$ cat src/rtl/uart_pkg.sv
// uart_pkg: shared UART state encoding and defaults for uart_rx and uart_tx.
package uart_pkg;
    typedef enum logic [1:0] {
        IDLE  = 2'd0,
        START = 2'd1,
        DATA  = 2'd2,
        STOP  = 2'd3
    } uart_state_t;
    localparam int DEFAULT_CYCLES_PER_BIT = 104;
endpackage

$ cat src/rtl/sync_2ff.sv
// sync_2ff: two-flop synchronizer for an asynchronous input, resetting to 1.
module sync_2ff (
    input  logic clk,
    input  logic rst,
    input  logic d,
    output logic q
);
    logic meta;
    always_ff @(posedge clk) begin
        if (rst) begin
            meta <= 1'b1;
            q    <= 1'b1;
        end else begin
            meta <= d;
            q    <= meta;
        end
    end
endmodule

$ cat src/rtl/uart_rx.sv
// uart_rx: 8N1 UART receiver, mid-bit sampling, one-cycle valid/ferr strobes.
import uart_pkg::*;

module uart_rx #(
    parameter int CYCLES_PER_BIT = DEFAULT_CYCLES_PER_BIT
) (
    input  logic       clk,
    input  logic       rst,
    input  logic       rx,
    output logic [7:0] out,
    output logic       valid,
    output logic       ferr,
    output logic       busy
);
    localparam int CW = $clog2(CYCLES_PER_BIT);
    localparam logic [CW-1:0] LAST = CW'(CYCLES_PER_BIT - 1);
    localparam logic [CW-1:0] MID  = CW'(CYCLES_PER_BIT / 2 - 1);

    uart_state_t   state;
    logic          rx_s;
    logic          rx_prev;
    logic [CW-1:0] cycles;
    logic [2:0]    index;
    logic [7:0]    shreg;

    sync_2ff u_sync (
        .clk(clk),
        .rst(rst),
        .d  (rx),
        .q  (rx_s)
    );

    assign busy = state != IDLE;

    always_ff @(posedge clk) begin
        if (rst) begin
            state   <= IDLE;
            rx_prev <= 1'b1;
            cycles  <= '0;
            index   <= '0;
            shreg   <= '0;
            out     <= '0;
            valid   <= 1'b0;
            ferr    <= 1'b0;
        end else begin
            valid   <= 1'b0;
            ferr    <= 1'b0;
            rx_prev <= rx_s;
            case (state)
                IDLE: begin
                    cycles <= '0;
                    index  <= '0;
                    if (rx_prev && !rx_s) state <= START;
                end
                START: begin
                    if (cycles == MID) begin
                        cycles <= '0;
                        state  <= rx_s ? IDLE : DATA;
                    end else cycles <= cycles + 1'b1;
                end
                DATA: begin
                    if (cycles == LAST) begin
                        cycles <= '0;
                        shreg  <= {rx_s, shreg[7:1]};
                        index  <= index + 1'b1;
                        if (index == 3'd7) state <= STOP;
                    end else cycles <= cycles + 1'b1;
                end
                STOP: begin
                    if (cycles == LAST) begin
                        // leave mid-stop-bit so a following start edge is not missed
                        cycles <= '0;
                        state  <= IDLE;
                        if (rx_s) begin
                            out   <= shreg;
                            valid <= 1'b1;
                        end else ferr <= 1'b1;
                    end else cycles <= cycles + 1'b1;
                end
                default: state <= IDLE;
            endcase
        end
    end
endmodule

$ cat config.mk
export PLATFORM = sky130hd
export DESIGN_NAME = uart_rx
export DESIGN_NICKNAME = d
export VERILOG_FILES = /design/src/rtl/uart_pkg.sv /design/src/rtl/sync_2ff.sv /design/src/rtl/uart_rx.sv
export SDC_FILE = /design/constraint.sdc
export NUM_CORES = 1
export LEC_CHECK = 0
export ABC_AREA = 0
export ABC_CLOCK_PERIOD_IN_PS = 3650
export BUFFER_PORTS_ARGS = -buffer_cell sky130_fd_sc_hd__buf_2
export CAP_MARGIN = 10
export CORE_MARGIN = 3
export CORE_UTILIZATION = 57
export DETAILED_ROUTE_END_ITERATION = 7
export GPL_ROUTABILITY_DRIVEN = 0
export PLACE_DENSITY = 0.86
export RECOVER_POWER = 100
export SETUP_SLACK_MARGIN = 0.05
export SYNTH_ARGS = -nofsm -noshare
export SYNTH_HDL_FRONTEND = slang
export SYNTH_HIERARCHICAL = 1
export SYNTH_SLANG_ARGS = --single-unit
$ cat constraint.sdc
create_clock -name clk -period 3.65 [get_ports clk]
set_input_delay 0.1825 -clock clk [delete_from_list [all_inputs] [get_ports clk]]
set_output_delay 0.1825 -clock clk [all_outputs]
set_load 0.01 [all_outputs]
### Yosys cells after proc, flatten, opt, wreduce, memory -nomap -nowiden

Cells that the tools add are included.

| word-level totals | value |
|---|---|
| flip-flop bits (word level) | 33 |
| logic and storage cells | 50 |

| cells by class | value |
|---|---|
| $add $sub $neg | 2 |
| equality and inequality tests | 11 |
| mux-type cells | 14 |
| bitwise operators | 2 |
| reduce and logical (&&, ||, !) cells | 11 |

Operators by type and width:

| operator | number |
|---|---|
| $pmux W7 S3 | 1 |
| $mux W7 | 2 |
| $mux W2 | 6 |
| $ne A2 B2 Y1 const B | 5 |
| $pmux W2 S4 | 1 |
| $add A7 B1 Y7 const B | 1 |
| $eq A7 B6 Y1 const B | 1 |
| $eq A7 B7 Y1 const B | 1 |
| $pmux W3 S2 | 1 |
| $reduce_and A5 Y1 | 1 |
| $eq A2 B2 Y1 const B | 2 |
| $reduce_and A2 Y1 | 2 |
| $reduce_bool A2 Y1 | 2 |
| $add A3 B1 Y3 const B | 1 |
| $eq A3 B3 Y1 const B | 1 |
| $mux W3 | 1 |
| $reduce_and A3 Y1 | 1 |
| $reduce_or A3 Y1 | 1 |
| $eq A2 B1 Y1 const B | 1 |
| $logic_not A2 Y1 | 1 |
| $mux W1 | 2 |
| $not A1 Y1 | 2 |
| $reduce_or A2 Y1 | 1 |
| $logic_and A1 B1 Y1 | 1 |
| $logic_not A1 Y1 | 1 |

### Logic depth before layout (Yosys ltp)

Gate-level depths: netlist (run 1).

| depth | value |
|---|---|
| depth in word-level cells | 4 |
| gate-level depth with buffers | 6 |
| mapped depth without buffers | 5 |

### Modules after synthesis

The synthesis (run 1) kept the hierarchy.

By module, submodules not included:

| module | times used | cells each | area each (µm²) | seq. area each (µm²) |
|---|---|---|---|---|
| uart_rx | 1 | 128 | 1,253.7 | 620.6 |
| sync_2ff | 1 | 4 | 52.6 | 40.0 |

### Worst setup path before layout (run 1)

No wires, ideal clock.

| path | value |
|---|---|
| kind | reg-to-reg |
| start point | register cycles[0] |
| end point | register index[0] |
| library setup time | 0.074 ns |
| data arrival time | 1.587 ns |
| required time | 3.576 ns |
| path slack | 1.989 ns |
| stages on the path, launching flop included | 7 |
| buffers on the path | 1 |
| cells stage by stage | dfxtp_1 ha_1 nand2b_1 or2_1 clkbuf_2 or4b_1 a31oi_1 |

| between the ends | value |
|---|---|
| longest elaborated chain between the ends | 3 |

Ends and longest elaborated chain:

| element | line | text |
|---|---|---|
| start, declared | uart_rx.sv:22 | `logic [CW-1:0] cycles;` |
| start signal, assigned | uart_rx.sv:59 | `end else cycles <= cycles + 1'b1;` |
| start signal, assigned | uart_rx.sv:67 | `end else cycles <= cycles + 1'b1;` |
| start signal, assigned | uart_rx.sv:78 | `end else cycles <= cycles + 1'b1;` |
| $eq A7 B7 Y1 | uart_rx.sv:62 | `if (cycles == LAST) begin` |
| $ne A2 B2 Y1 (no line) | n/a |  |
| $reduce_and A2 Y1 (no line) | n/a |  |
| end signal, assigned | uart_rx.sv:65 | `index <= index + 1'b1;` |
| end, declared | uart_rx.sv:23 | `logic [2:0] index;` |

Every way passes these cells.
A chain may end at the register's enable or synchronous reset.

==> results of run 1 <==
==> per-layer routing <==
| layer | part of all wire, % | track usage [%] | up-vias | routed length [um] |
|---|---|---|---|---|
| met4 | 2.7 | 13.2 | 0 | 65 |
| met1 | 46 | 23.6 | 444 | 1100 |
| li1 | - | - | 480 | - |
| met5 | 0 | 0 | - | 0 |
| met3 | 5.3 | 9.14 | 9 | 127 |
| met2 | 46 | 32.9 | 27 | 1110 |
==> worst min-delay path by stage <==
stage	start	end	slack, ns	cells past startpoint
final	rst	out[3]$_SDFFE_PP0P_	0.27	2
after detailed placement	rx	u_sync/meta$_SDFF_PP1_	0.37	2
after global placement	rx	u_sync/meta$_SDFF_PP1_	0.37	2
after floorplan	rx	u_sync/meta$_SDFF_PP1_	0.28	1
after CTS	rx	u_sync/meta$_SDFF_PP1_	0.02	2
after global routing	rst	out[0]$_SDFFE_PP0P_	0.26	2
==> cell usage in the layout, fill, tap and decap left out, drive strengths merged, types with 2 or more instances in the layout <==
cell type,netlist,routed
nand2,4,4
xnor2,3,3
buf,1,2
nor3,3,3
inv,2,2
xor2,2,2
nand4b,3,3
a21oi,2,2
nand3,7,7
or4b,2,2
mux2i,17,17
nor2,27,27
a31oi,3,3
or2,4,4
clkbuf,6,18
dfxtp,33,33
ha,3,3
nand2b,3,3
==> power by group <==
part	internal (uW)	leakage (uW)	switching [uW]
Sequential	362	0.000266	3.04
Combinational	4.63	0.000267	7.44
Clock	164	0.0000455	117
==> cell type report <==
type / count / area [um2]
clock buffer: 7 / 55.1
multi-input combinational: 90 / 598
clock inverter: 1 / 30.0
fill: 172 / 616
inverter: 2 / 7.51
timing repair buffer: 14 / 61.3
sequential: 33 / 661
tap: 27 / 33.8
==> per-stage QoR <==
step                      setup WS [ns]  total power, uW  cells  hold WS [ns]
after global placement             1.80              384    165         0.365
after detailed placement           1.71              385    165         0.371
after CTS                          1.69              665    173        0.0202
after floorplan                    1.99              382    132         0.280
final                              1.27              658    174         0.270
after global routing               1.00              691    174         0.261
==> state kept, by name, summed over array words and instances (netlist names), 3 cells and up, named ones only <==
register and cells:
shreg 8, index 3, cycles 7, out 8
==> kinds of logic after synthesis <==
logic type / synth area share, %
mux: 13.0
fa+ha+maj: 2.87
buf+inv: 2.78
flops: 50.6
compound gates: 5.17
xor+xnor: 3.35
simple gates: 22.2
==> results.yml, run 1 <==
status:
  outcome: "completed"
route:
  wl_per_cell_um: 13.9
  drc: 0
  postRouteAntennaNets: 0
  drt_wl_total_um: 2410
  drt-initial-drc-count: 27
  first_pass_iters: 4
  vias_per_cell: 5.52
  vias: 960
clock_tree:
  cts_resized: 0
  cts_max_level: 2
  cts_root_buf: "clkbuf_4"
  clk_pin_slew_worst_paths_ns: 0.10
  clk_path_buf_depth: 2
  cts_tree: "yes"
  worstSkewPairLatency_ns: 0.33
  cts.sinks: 33
  holdBufCountCts: 0
  cts_buffers: 5
  post_cts_buffers: 0
synthesis:
  yosysTopAreaCell: "dfxtp_1"
  ys_types: 29
  avgSynthCellArea_um2: 9.90
  yosysSeqAreaShare_pct: 50.6
  synth.most_common_cell: "dfxtp_1"
  syn_nets: 138
  synth_cells: 132
  yosysWarnings: 6
  synthFlopType: "dfxtp_1"
  yosys-top-cells-count: "33 x dfxtp_1, 27 x nor2_1, 17 x mux2i_1"
  ys_async_sr_fraction_pct: 0
  synth_area_um2: 1310
  synth_area_leaders: "dfxtp_1 51%, mux2i_1 13%, nor2_1 7.8%"
  synth_top_cell_area_share_pct: 50.6
  synth_edf_count: 0
  ys_seq_elements: 33
power:
  ir_drop_v: 0.000466
  power_density_nw_per_um2: 455
  power.leakage_uw: 0.000579
floorplan:
  pin_count: 14
  chipHeight_um: 53.9
  start_util_pct: 63.3
  die_w_um: 53.9
  rows: 16
  fp.coreArea_um2: 2060
  die-area_um2: 2900
worst_setup_path:
  crit_buf_inv: 0
  worstReg2RegEnd: "out[5]$_SDFFE_PP0P_"
  worstPathRequired_ns: 3.86
  path_cells: "nand3_1 > nor3_1 > mux2i_1 > nor2_1"
  reg2reg_depth: 4
  cp_top_family: "simple AND/OR/NAND/NOR gates"
  slowest_delay_ns: 1.09
  crit_path_end_kind: "flip-flop"
  r2r_slack_ns: 1.27
  worstPathMaxFanout: 16
  arrival_ns: 2.59
  cp.depth: 4
  slowest_stage: "nor3_1"
  crit_path_end: "out[5]$_SDFFE_PP0P_"
  start_kind: "flip-flop"
  path_class: "flip-flop to flip-flop"
final_layout:
  final_core_util_pct: 70.1
  area_delta_synth_final_pct: 10.7
  fin_area_um2: 1450
  nets: 152
  diodes: 0
  layout-drive-gt1-share_pct: 7.48
sta:
  tightest_slew_ns: 1.40
  drv_slew: 0
  finalHoldViolCount: 0
  slew-limit-headroom_pct: 5.63
  fin_skew_ns: 0.0104
  rsz0062_at_grt: "no"
  min_period_ns: 2.38
  setup_tns_ns: 0
  finalCritPeriodShare_pct: 65.1
  setup_viol: 0
  max_freq_mhz: 421
place:
  postPlaceCellArea_um2: 1380
  dp_hpwl_um: 1670
  portBuffers: 13
global_routing:
  grt.overflow.total: 0
  grt_usage_pct: 21.2
  grt_max_degree: 28
  first_global_vias: 893
  grt_pass1_wl_um: 4160
  antenna_found_initial: 0
flow_run:
  cap_viol_max_count: 0
hold_path:
  hp-class: "primary input to flip-flop"
No activity file was read; power rests on OpenSTA's default activity.
==> run 2, diff against run 1 <==
ABC_CLOCK_PERIOD_IN_PS = 2400   (was 3650)
CORE_UTILIZATION = 56   (was 57)
PLACE_DENSITY = 0.85   (was 0.86)
clock period = 2.4 ns   (was 3.65 ns; I/O delays follow)
==> run 2 against run 1 <==
Net effect:
- cell count grew 1.7%
- clock skew shrank 0.0014 ns
- count of clock-buffer cells in the layout is the same
- sequential cell count is the same
- clock power grew 25%
- wire length shrank 3.0%
- worst hold slack lost 0.067 ns
- register-to-register slack lost 0.76 ns
- final area grew 0.35%
- critical path type unchanged
- largest cell class unchanged
==> results.yml, run 2 (synthesis results as in run 1) <==
status:
  outcome: "completed"
sta:
  min_period_ns: 1.89
  hold_ws_ns: 0.202
  slew-limit-headroom_pct: 62.5
  finalHoldViolCount: 0
  setup_slack_ns: 0.515
  max_freq_mhz: 530
  tightest_slew_ns: 0.562
  rsz0062_at_grt: "no"
  fin_skew_ns: 0.00903
  finalCritPeriodShare_pct: 78.5
  setup_tns_ns: 0
  drv_slew: 0
  setup_viol: 0
floorplan:
  pin_count: 14
  die-area_um2: 2950
  fp.coreArea_um2: 2080
  rows: 16
  chipHeight_um: 54.3
  die_w_um: 54.3
  start_util_pct: 62.7
clock_tree:
  worstSkewPairLatency_ns: 0.33
  cts_root_buf: "clkbuf_4"
  clk_path_buf_depth: 2
  clk_pin_slew_worst_paths_ns: 0.10
  cts.sinks: 33
  cts_max_level: 2
  cts_tree: "yes"
  cts_resized: 0
  post_cts_buffers: 0
  cts_buffers: 5
route:
  drt_wl_total_um: 2340
  wl_per_cell_um: 13.2
  first_pass_iters: 4
  drt-initial-drc-count: 10
  drc: 0
  vias: 960
  postRouteAntennaNets: 0
  vias_per_cell: 5.42
final_layout:
  fin_area_um2: 1450
  layout_common_cells: "33 x dfxtp_1, 27 x nor2_1, 17 x mux2i_1"
  seq_area_um2: 661
  reg_top3: "out: 8 flops, shreg: 8 flops, cycles: 7 flops"
  area_delta_synth_final_pct: 11.1
  layout_commonest_cell: "dfxtp_1"
  fill_cells: 179
  multi_input_area_um2: 598
  layout.cells.non_filler: 177
  nets: 155
  diodes: 0
  layout-drive-gt1-share_pct: 10.0
hold_path:
  hp-class: "primary input to flip-flop"
worst_setup_path:
  path_class: "flip-flop to flip-flop"
  start_kind: "flip-flop"
  slowest_delay_ns: 0.49
  crit_path_end_kind: "flip-flop"
  worstPathRequired_ns: 2.61
  cp_top_family: "simple AND/OR/NAND/NOR gates"
  crit_buf_inv: 0
  path_cells: "ha_1 > nand2b_1 > or4_1 > a2bb2oi_1 > nor2_1"
  r2r_slack_ns: 0.51
  slowest_stage: "or4_1"
  worstPathMaxFanout: 6
  arrival_ns: 2.09
global_routing:
  grt_pass1_wl_um: 3770
  first_global_vias: 898
  grt.overflow.total: 0
  grt_max_degree: 28
  antenna_found_initial: 0
  grt_usage_pct: 18.3
flow_run:
  cap_viol_max_count: 0
power:
  power.leakage_uw: 0.000590
  ir_drop_v: 0.000499
  power_density_nw_per_um2: 638
place:
  place_inst: 168
  portBuffers: 13
  pre_cts_ws_ns: 0.526
  dp_hpwl_um: 1600
  postPlaceCellArea_um2: 1400
==> run 2: layout make-up <==
type,count,area share (%)
multi-input combinational,90,41.2
sequential,33,45.5
tap,27,2.33
timing repair buffer,17,5.60
clock inverter,1,0.345
inverter,2,0.517
clock buffer,7,4.48
==> run 2: metal layers <==
layer / GRT usage (%) / vias up / routed length, um
met5: 0 / - / 0
met4: 9.96 / 0 / 36
met3: 5.72 / 4 / 65
met2: 31.7 / 11 / 1200
met1: 19.7 / 458 / 1040
li1: - / 487 / -
==> run 2: power by group <==
part | internal [uW] | total [uW] | switching (uW)
sequential | 551 | 553 | 2.05
combinational | 8.36 | 22.2 | 13.9
clock | 170 | 351 | 181
total | 729 | 926 | 197
==> run 2: final timing paths <==
path	start	to	cells after the start
min	rst	shreg[1]$_SDFFE_PP0P_	2
min reg2reg	u_sync/meta$_SDFF_PP1_	u_sync/q$_SDFF_PP1_	1
max reg2reg	cycles[0]$_SDFF_PP0_	cycles[3]$_SDFF_PP0_	5
max	cycles[0]$_SDFF_PP0_	cycles[3]$_SDFF_PP0_	5
==> run 2: what timing repair did <==
item,in CTS,in global routing
hold buffers,1,0
endpoints found under the hold margin,1,0
setup endpoints to repair,0,0
==> run 2: worst reg2reg max path, cell delays in order (launching register included) <==
cell	delay (ns)
dfxtp_1	0.36
ha_1	0.21
nand2b_1	0.13
or4_1	0.49
a2bb2oi_1	0.46
nor2_1	0.12
==> run 2: per-stage QoR <==
step	utilization, %	power, uW
after floorplan	-	580
after global placement	67.2	586
after detailed placement	67.2	587
after CTS	71.0	932
after global routing	69.7	963
final	69.7	926
==> run 3, diff against run 2 <==
ABC_AREA = 1   (was 0)
ABC_CLOCK_PERIOD_IN_PS = 1950   (was 2400)
PLACE_DENSITY = 0.84   (was 0.85)
clock period = 1.95 ns   (was 2.4 ns; I/O delays follow)
==> run 3 against run 2 <==
Net effect:
- worst hold slack lost 0.029 ns
- synthesized area grew 9.0%
- power grew 22%
- critical path type unchanged
==> results.yml, run 3 <==
power:
  power_frac_seq_pct: 61.3
  p_sw_uw: 290
  clkPwrFrac_pct: 32.6
  sw_frac_of_total_pct: 25.7
  ir_drop_v: 0.000589
  combPwrFrac_pct: 6.0
  power.leakage_uw: 0.000579
  power_density_nw_per_um2: 749
  internal_power_uw: 840
clock_tree:
  clk_path_buf_depth: 2
  cts_max_level: 2
  cts_resized: 0
  worstSkewPairLatency_ns: 0.34
  clk_pin_slew_worst_paths_ns: 0.10
  cts.sinks: 33
  cts_root_buf: "clkbuf_4"
  cts_buffers: 5
  cts_tree: "yes"
sta:
  finalHoldViolCount: 0
  min_period_ns: 1.68
  max_freq_mhz: 595
  setup_viol: 0
  fin_skew_ns: 0.00771
  rsz0062_at_grt: "no"
  setup_slack_ns: 0.269
  finalCritPeriodShare_pct: 86.2
  tightest_slew_ns: 0.434
  slew-limit-headroom_pct: 71.0
  setup_tns_ns: 0
  hold_ws_ns: 0.174
  drv_slew: 0
synthesis:
  avgSynthCellArea_um2: 8.48
  ys_seq_elements: 33
  synth_edf_count: 0
  yosysTopAreaCell: "dfxtp_1"
  syn_nets: 174
  synth_cells: 168
  yosysSeqAreaShare_pct: 46.4
  synthFlopType: "dfxtp_1"
  synth.most_common_cell: "dfxtp_1"
  synth_top_cell_area_share_pct: 46.4
  synth_area_leaders: "dfxtp_1 46%, nand2_1 8.4%, a21oi_2 5.5%"
  ys_types: 22
  yosys-top-cells-count: "33 x dfxtp_1, 32 x nand2_1, 15 x a21oi_1"
  ys_async_sr_fraction_pct: 0
  yosysWarnings: 6
  synth_area_um2: 1420
place:
  portBuffers: 13
  dp_hpwl_um: 1850
  pre_cts_ws_ns: 0.389
final_layout:
  diodes: 0
  multi_input_area_um2: 629
  reg_top3: "out: 8 flops, shreg: 8 flops, cycles: 7 flops"
  area_delta_synth_final_pct: 5.89
  nets: 191
  layout_common_cells: "33 x nand2_1, 33 x dfxtp_1, 22 x a21oi_1"
  seq_area_um2: 661
  layout-drive-gt1-share_pct: 16.7
  fill_cells: 211
worst_setup_path:
  r2r_slack_ns: 0.27
  path_class: "flip-flop to flip-flop"
  critPathLaunch: "cycles[0]$_SDFF_PP0_"
  r2r_start: "cycles[0]$_SDFF_PP0_"
  worstReg2RegEnd: "cycles[3]$_SDFF_PP0_"
  reg2reg_depth: 8
  arrival_ns: 1.95
  crit_path_end_kind: "flip-flop"
  crit_path_end: "cycles[3]$_SDFF_PP0_"
  start_kind: "flip-flop"
  worstPathRequired_ns: 2.22
  worstPathMaxFanout: 6
route:
  wl_per_cell_um: 12.0
  drt-initial-drc-count: 20
  first_pass_iters: 4
  drt_wl_total_um: 2570
  vias_per_cell: 5.13
  vias: 1098
  drc: 0
  postRouteAntennaNets: 0
global_routing:
  grt_usage_pct: 18.6
  first_global_vias: 1038
  grt_pass1_wl_um: 4530
  grt_max_degree: 24
  antenna_found_initial: 0
  grt.overflow.total: 0
floorplan:
  fp.coreArea_um2: 2320
  die_w_um: 56.4
  start_util_pct: 61.4
  rows: 17
  chipHeight_um: 56.4
  pin_count: 14
  die-area_um2: 3180
status:
  outcome: "completed"
flow_run:
  cap_viol_max_count: 0
hold_path:
  hp-class: "primary input to flip-flop"
[run 3: through the flow]
stage               power (uW)  instances  area [um2]  util [%]
floorplan                  758        168        1420         -
finish                    1130        214        1510      65.0
CTS                       1140        214        1550      67.0
global placement           774        205        1490      64.4
detailed placement         777        205        1490      64.4
global route              1170        214        1510      65.0
[run 3: kinds of logic after synthesis]
| group | Yosys count | synth area share, % |
|---|---|---|
| compound gates | 27 | 11.9 |
| flops | 33 | 46.4 |
| fa+ha+maj | 3 | 2.64 |
| buf+inv | 21 | 7.38 |
| simple gates | 80 | 29.3 |
| xor+xnor | 4 | 2.46 |
[run 3: layout make-up]
cell class / instances / area share, %
Sequential cell: 33 / 43.8
Multi-Input combinational cell: 114 / 41.7
Inverter: 17 / 4.65
Timing Repair Buffer: 14 / 4.07
Clock buffer: 6 / 2.74
Tap cell: 28 / 2.32
Clock inverter: 2 / 0.664
[run 3: repair_timing]
| action | in CTS | in global routing |
|---|---|---|
| hold buffers | 1 | 0 |
| buffers inserted | 0 | 0 |
| endpoints found under the hold margin | 1 | 0 |
[run 3: power by group through the flow]
stage | combinational [uW] | clock (uW) | sequential, uW
5_1_grt | 77.1 | 403 | 694
2_1_floorplan | 53.2 | 0 | 705
3_3_place_gp | 65.7 | 0 | 708
6_report | 68.1 | 369 | 693
4_1_cts | 70.6 | 374 | 693
3_5_place_dp | 67.9 | 0 | 709
[run 3: worst min path at each step]
stage	startpoint	endpoint	slack, ns	cells past startpoint
after floorplan	rx	u_sync/meta$_SDFF_PP1_	0.19	2
final	rst	shreg[4]$_SDFFE_PP0P_	0.17	2
after CTS	rst	shreg[4]$_SDFFE_PP0P_	0.20	2
after global routing	rst	shreg[4]$_SDFFE_PP0P_	0.19	2
after detailed placement	rx	u_sync/meta$_SDFF_PP1_	0.28	3
after global placement	rx	u_sync/meta$_SDFF_PP1_	0.28	3
[run 3: critical path, stage by stage (launching register included)]
cell        delay (ns)
dfxtp_1           0.33
ha_1              0.25
nand2_1           0.13
nor2_4            0.06
nand2_4           0.08
clkinvlp_2        0.21
o21ai_1           0.18
nand2_1           0.16
nor3b_1           0.20
[run 3: metal layers]
layer	wire [um]	global-route usage, %	vias to the layer above	part of all wire [%]
met5	0	0	-	0
met4	64	10.8	0	2.5
met3	91	7.36	5	3.5
met2	1220	29.5	14	48
met1	1190	21.0	502	46
li1	-	-	577	-
